File: src/rtl/comparador_multi_if.sv
// comparador_multi_if: sample, threshold and level/edge bundle of the multi-channel comparator
interface comparador_multi_if #(
  parameter int N      = 8,
  parameter int CH     = 2,
  parameter int HOLD_W = 4
);
  logic              enable;
  logic              valid;
  logic [CH*N-1:0]   datain;
  logic [N-1:0]      thr_hi;
  logic [N-1:0]      thr_lo;
  logic [HOLD_W-1:0] hold;
  logic [CH-1:0]     clr_flag;
  logic [CH-1:0]     dataout;
  logic [CH-1:0]     rise;
  logic [CH-1:0]     fall;
  logic [CH-1:0]     flag;
  modport master (
    output enable, valid, datain, thr_hi, thr_lo, hold, clr_flag,
    input  dataout, rise, fall, flag
  );
  modport slave (
    input  enable, valid, datain, thr_hi, thr_lo, hold, clr_flag,
    output dataout, rise, fall, flag
  );
endinterface

File: src/rtl/comparador_multi.sv
// comparador_multi: per-channel hysteresis comparator with debounce, edge pulses and sticky flag
module comparador_multi #(
  parameter int N      = 8,
  parameter int CH     = 2,
  parameter int HOLD_W = 4,
  parameter int SIGNED = 0
) (
  input logic clk,
  input logic rst,
  comparador_multi_if.slave bus
);
  // bit 1 of the encoding is the output level, so dataout comes straight off a flop
  typedef enum logic [1:0] {LOW = 2'b00, PEND_HI = 2'b01, HIGH = 2'b10, PEND_LO = 2'b11} state_t;
  state_t            state_q [CH];
  state_t            state_d [CH];
  logic [HOLD_W-1:0] cnt_q [CH];
  logic [HOLD_W-1:0] cnt_d [CH];
  logic [CH-1:0]     rise_q, rise_d, fall_q, fall_d, flag_q, flag_d, above, below;
  logic              acc;
  assign acc = bus.enable & bus.valid;
  for (genvar c = 0; c < CH; c++) begin : g_cmp
    logic [N-1:0] x;
    assign x        = bus.datain[c*N +: N];
    assign above[c] = (SIGNED != 0) ? ($signed(x) > $signed(bus.thr_hi)) : (x > bus.thr_hi);
    assign below[c] = (SIGNED != 0) ? ($signed(x) < $signed(bus.thr_lo)) : (x < bus.thr_lo);
    assign bus.dataout[c] = state_q[c][1];
  end
  assign bus.rise = rise_q;
  assign bus.fall = fall_q;
  assign bus.flag = flag_q;
  // next state, saturating run counter, edge pulses and sticky flag (set beats clear)
  always_comb begin
    for (int c = 0; c < CH; c++) begin
      state_d[c] = state_q[c];
      cnt_d[c]   = cnt_q[c];
      rise_d[c]  = 1'b0;
      fall_d[c]  = 1'b0;
      if (acc) begin
        case (state_q[c])
          LOW: if (above[c]) begin
            state_d[c] = (bus.hold == '0) ? HIGH : PEND_HI;
            cnt_d[c]   = (bus.hold == '0) ? '0 : HOLD_W'(1);
            rise_d[c]  = (bus.hold == '0);
          end
          PEND_HI: begin
            state_d[c] = !above[c] ? LOW : (cnt_q[c] >= bus.hold) ? HIGH : PEND_HI;
            cnt_d[c]   = (!above[c] || cnt_q[c] >= bus.hold) ? '0 : (&cnt_q[c]) ? cnt_q[c] : cnt_q[c] + 1'b1;
            rise_d[c]  = above[c] && (cnt_q[c] >= bus.hold);
          end
          HIGH: if (below[c]) begin
            state_d[c] = (bus.hold == '0) ? LOW : PEND_LO;
            cnt_d[c]   = (bus.hold == '0) ? '0 : HOLD_W'(1);
            fall_d[c]  = (bus.hold == '0);
          end
          default: begin
            state_d[c] = !below[c] ? HIGH : (cnt_q[c] >= bus.hold) ? LOW : PEND_LO;
            cnt_d[c]   = (!below[c] || cnt_q[c] >= bus.hold) ? '0 : (&cnt_q[c]) ? cnt_q[c] : cnt_q[c] + 1'b1;
            fall_d[c]  = below[c] && (cnt_q[c] >= bus.hold);
          end
        endcase
      end
    end
    flag_d = rise_d | (flag_q & ~({CH{bus.enable}} & bus.clr_flag));
  end
  // state registers with asynchronous active-low clear
  always_ff @(posedge clk or negedge rst) begin
    if (!rst) begin
      for (int c = 0; c < CH; c++) begin
        state_q[c] <= LOW;
        cnt_q[c]   <= '0;
      end
      rise_q <= '0;
      fall_q <= '0;
      flag_q <= '0;
    end else begin
      for (int c = 0; c < CH; c++) begin
        state_q[c] <= state_d[c];
        cnt_q[c]   <= cnt_d[c];
      end
      rise_q <= rise_d;
      fall_q <= fall_d;
      flag_q <= flag_d;
    end
  end
endmodule

File: src/flat_wrapper.sv
// flat-port wrapper written by rule: the top's interface ports become plain ports
module comparador_multi_flat 
#(
  parameter int N      = 8,
  parameter int CH     = 2,
  parameter int HOLD_W = 4,
  parameter int SIGNED = 0
)
  (clk, rst, bus_enable, bus_valid, bus_datain, bus_thr_hi, bus_thr_lo, bus_hold, bus_clr_flag, bus_dataout, bus_rise, bus_fall, bus_flag);
  comparador_multi_if #(.N(N), .CH(CH), .HOLD_W(HOLD_W)) bus_i ();
  input logic clk;
  input logic rst;
  input wire logic [$bits(bus_i.enable)-1:0] bus_enable;
  input wire logic [$bits(bus_i.valid)-1:0] bus_valid;
  input wire logic [$bits(bus_i.datain)-1:0] bus_datain;
  input wire logic [$bits(bus_i.thr_hi)-1:0] bus_thr_hi;
  input wire logic [$bits(bus_i.thr_lo)-1:0] bus_thr_lo;
  input wire logic [$bits(bus_i.hold)-1:0] bus_hold;
  input wire logic [$bits(bus_i.clr_flag)-1:0] bus_clr_flag;
  output wire logic [$bits(bus_i.dataout)-1:0] bus_dataout;
  output wire logic [$bits(bus_i.rise)-1:0] bus_rise;
  output wire logic [$bits(bus_i.fall)-1:0] bus_fall;
  output wire logic [$bits(bus_i.flag)-1:0] bus_flag;
  assign bus_i.enable = bus_enable;
  assign bus_i.valid = bus_valid;
  assign bus_i.datain = bus_datain;
  assign bus_i.thr_hi = bus_thr_hi;
  assign bus_i.thr_lo = bus_thr_lo;
  assign bus_i.hold = bus_hold;
  assign bus_i.clr_flag = bus_clr_flag;
  assign bus_dataout = bus_i.dataout;
  assign bus_rise = bus_i.rise;
  assign bus_fall = bus_i.fall;
  assign bus_flag = bus_i.flag;
  comparador_multi #(.N(N), .CH(CH), .HOLD_W(HOLD_W), .SIGNED(SIGNED)) u_core (.clk(clk), .rst(rst), .bus(bus_i));
endmodule
File: config.mk
export PLATFORM = sky130hd
export DESIGN_NAME = comparador_multi_flat
export DESIGN_NICKNAME = d
export VERILOG_FILES = /design/src/rtl/comparador_multi_if.sv /design/src/rtl/comparador_multi.sv /design/src/flat_wrapper.sv
export SDC_FILE = /design/constraint.sdc
export NUM_CORES = 1
export LEC_CHECK = 0
export BUFFER_PORTS_ARGS = -buffer_cell sky130_fd_sc_hd__buf_2
export CAP_MARGIN = 20
export CORE_MARGIN = 2
export CORE_UTILIZATION = 53
export CTS_BUF_LIST = sky130_fd_sc_hd__clkbuf_8
export DETAILED_ROUTE_END_ITERATION = 10
export PLACE_DENSITY = 0.87
export SLEW_MARGIN = 25
export SYNTH_ARGS = -nofsm -noshare
export SYNTH_HDL_FRONTEND = slang
export SYNTH_SLANG_ARGS = --single-unit
File: constraint.sdc
create_clock -name clk -period 2.3 [get_ports clk]
set_input_delay 0.575 -clock clk [delete_from_list [all_inputs] [get_ports clk]]
set_output_delay 0.575 -clock clk [all_outputs]
set_load 0.01 [all_outputs]
==> metrics <==
status finished clean; Initial Utilization 55.3%; CTS tree yes; YS warnings 0; critical path launch point bus_thr_hi[1]; internal power 0.945 mW; hpwl dp 3.83 mm; worst-margin pin slew 0.406 ns; RSZ-0062 raised after global routing true; Fin. Hold Viols 0; Seq pwr share 32.4%; Tmin final 2.27 ns; maximum VDD drop 519 uV; Routed Antenna Nets 0; Clock Sinks 18; ant diodes 0; Syn Std Cell Area 1850 sq um; Core Area 3340 sq um; synth unique cells 41; vias in the first global route 1816; Iter 0 DRT Violations 142; routed len/inst 14.6 um; die area 3970 sq um; I/O Buffers 49; Synth Net Count 291; ys flop type dfrtp_1; crit end category flop; setup TNS 0 ns; die width 63.0 um; Synth Area per Inst 8.84 sq um; crit-path max cell delay 0.34 ns; first-pass GRT wire length 7.89 mm; asr flop ratio synth 100%; total power 1.61 mW; Slew headroom 72.9%; R2R depth 10; synth top area cells ha_1 27%, dfrtp_1 24%, a21oi_1 6.0%; Clk network pwr share 13.4%; grt total ovfl 0; via count 1882; DR pass1 iterations 4; logic gate share of total power 54.2%; Slew Viols, Final 0; Die Y 63.0 um; layout cell share with drive strength beyond 1 34.0%; Max FO, Critical Path 6; Yosys top cell by area ha_1; Worst-Skew Late Latency 0.25 ns; CTS H-tree lvls 1; root buf cell clkbuf_8; switch share 41.3%; WS Path Type primary input to flop; # Max-Cap Violations 0; # DRC 0; most frequent cell after synthesis ha_1; Final GP Congestion 0.906; Leak 1.28 nW; Cells after Synth 209; Fmax 0.440 GHz; I/O pin count 50; Final period util 98.8%; CTS Buffer Depth 2; vias per cell 5.74; fin nets 366; Reg2Reg Setup Slack 0.14 ns; Psw 0.666 mW; critical path arrival 2.42 ns; synth cell count leaders 40 x ha_1, 23 x inv_1, 22 x a21oi_1, 18 x dfrtp_1, 14 x nand2_1; CP startpoint kind primary input; initial antenna violation count 0; reg2reg start u_core.cnt_q[4]; PwrDens 663 nW/um^2; gr usage total 25.0%; FP Rows 21; Area Overhead vs Synth 31.4%; final setup vio count 0; Synth top area share 27.1%; TritonCTS Buffers 3; register area share after synthesis 24.4%; Layout Skew 0.00142 ns; Reg clk slew, reported paths 0.06 ns; CP Cell Sequence buf_2 -> inv_2 -> ha_1 -> nor2b_1 -> o211ai_1 -> a2111oi_1 -> a211o_1 -> o21ba_4 -> buf_4 -> a32o_1; Crit-path slowest cell a211o_1; worst min path class primary input to asynchronous set/reset pin; #FFs+latches synth 18; Total Wirelength 4.78 mm; Post-synth EDFFs 0; Req. time, crit path 2.44 ns; largest net degree at the start of global routing 19
timing repair:
action | 4_1_cts | 5_1_grt
setup buffers | 0 | 4
hold buffers | 0 | 0
endpoints found under the setup margin | 2 | 10
pin swaps | 0 | 12
resized for setup | 1 | 14
worst max-delay path, delay by kind of cell:
kind / cells / cell delay (ns)
compound gates: 5 / 1.13
fa+ha+maj: 1 / 0.30
simple gates: 1 / 0.14
buf+inv: 3 / 0.28
layout by cell type (no fill, tap or decap), types with 2 or more instances in the layout:
cell type | synthesis | final
a211o_1 | 2 | 2
o21ai_0 | 11 | 9
nand3_1 | 5 | 5
dfrtp_1 | 18 | 18
ha_1 | 40 | 37
a31oi_1 | 2 | 2
inv_1 | 23 | 21
a32o_1 | 2 | 2
inv_2 | 0 | 2
or3_1 | 2 | 2
nor2_1 | 10 | 9
buf_2 | 0 | 49
nand2b_1 | 5 | 5
a211oi_2 | 0 | 2
a21o_1 | 6 | 6
nor2_2 | 2 | 2
nor3_1 | 3 | 2
nand2_1 | 14 | 13
ha_4 | 0 | 3
clkbuf_8 | 0 | 3
o211ai_1 | 3 | 3
buf_4 | 2 | 24
a21oi_1 | 22 | 22
o311a_1 | 2 | 2
o21ai_1 | 0 | 2
a22o_1 | 2 | 2
nor2b_1 | 6 | 6
and3_1 | 2 | 2
nand4_1 | 5 | 5
path summary, 6_finish.rpt:
check | endpoint
setup / recovery | u_core.cnt_q[1]
hold / removal | u_core.cnt_q[0]
setup reg to reg | u_core.cnt_q[7]
hold reg to reg | u_core.bus.flag[1]
max in group asynchronous | u_core.bus.flag[0]
min in group clk | u_core.bus.flag[1]
metrics by stage:
stage	instances	hold slack, ns	utilization (%)	setup WS (ns)	area (sq um)
2_1_floorplan	209	0.279	-	0.0178	1860
3_3_place_gp	321	0.460	68.5	-0.200	2290
3_5_place_dp	321	0.463	68.5	-0.320	2290
4_1_cts	324	0.253	69.9	0.0267	2330
5_1_grt	328	0.270	72.7	-0.0282	2430
6_report	328	0.245	72.7	0.0283	2430
logic make-up (layout without fill, tap and decap cells):
| family | Yosys count | in the layout | synth area share (%) |
|---|---|---|---|
| adders and majority gates | 40 | 40 | 27.1 |
| DFF | 18 | 18 | 24.4 |
| AOI/OAI and AO/OA | 65 | 65 | 24.7 |
| and+or+nand+nor | 60 | 60 | 17.8 |
| buffers and inverters | 26 | 99 | 6.10 |
power groups by stage:
| stage | clock network (mW) | logic (mW) | registers [mW] |
|---|---|---|---|
| floorplan | 0 | 0.558 | 0.487 |
| global placement | 0 | 0.763 | 0.513 |
| detailed placement | 0 | 0.799 | 0.518 |
| CTS | 0.219 | 0.806 | 0.515 |
| global route | 0.233 | 0.979 | 0.537 |
| finish | 0.215 | 0.873 | 0.522 |
registers in the layout, indices dropped and copies added, names as in the netlist:
signal	flops
u_core.bus.flag	2
u_core.bus.rise	2
u_core.state_q	2
u_core.bus.fall	2
u_core.cnt_q	8
u_core.bus.dataout	2
layer usage:
| metal | GRT usage [%] | up-vias | share of wire, % |
|---|---|---|---|
| met1 | 30.5 | 894 | 42 |
| met4 | 5.00 | 0 | 1.5 |
| met5 | 0 | - | 0 |
| met2 | 45.7 | 58 | 52 |
| li1 | - | 921 | - |
| met3 | 4.14 | 9 | 5.0 |
final cells by class:
cell class | instances | area, sq um
tap | 46 | 57.6
timing repair buffer | 73 | 425
multi-input combinational | 165 | 1370
sequential | 18 | 450
inverter | 23 | 86.3
clock buffer | 3 | 41.3
fill | 264 | 910
No activity file was read; power rests on OpenSTA's default activity.
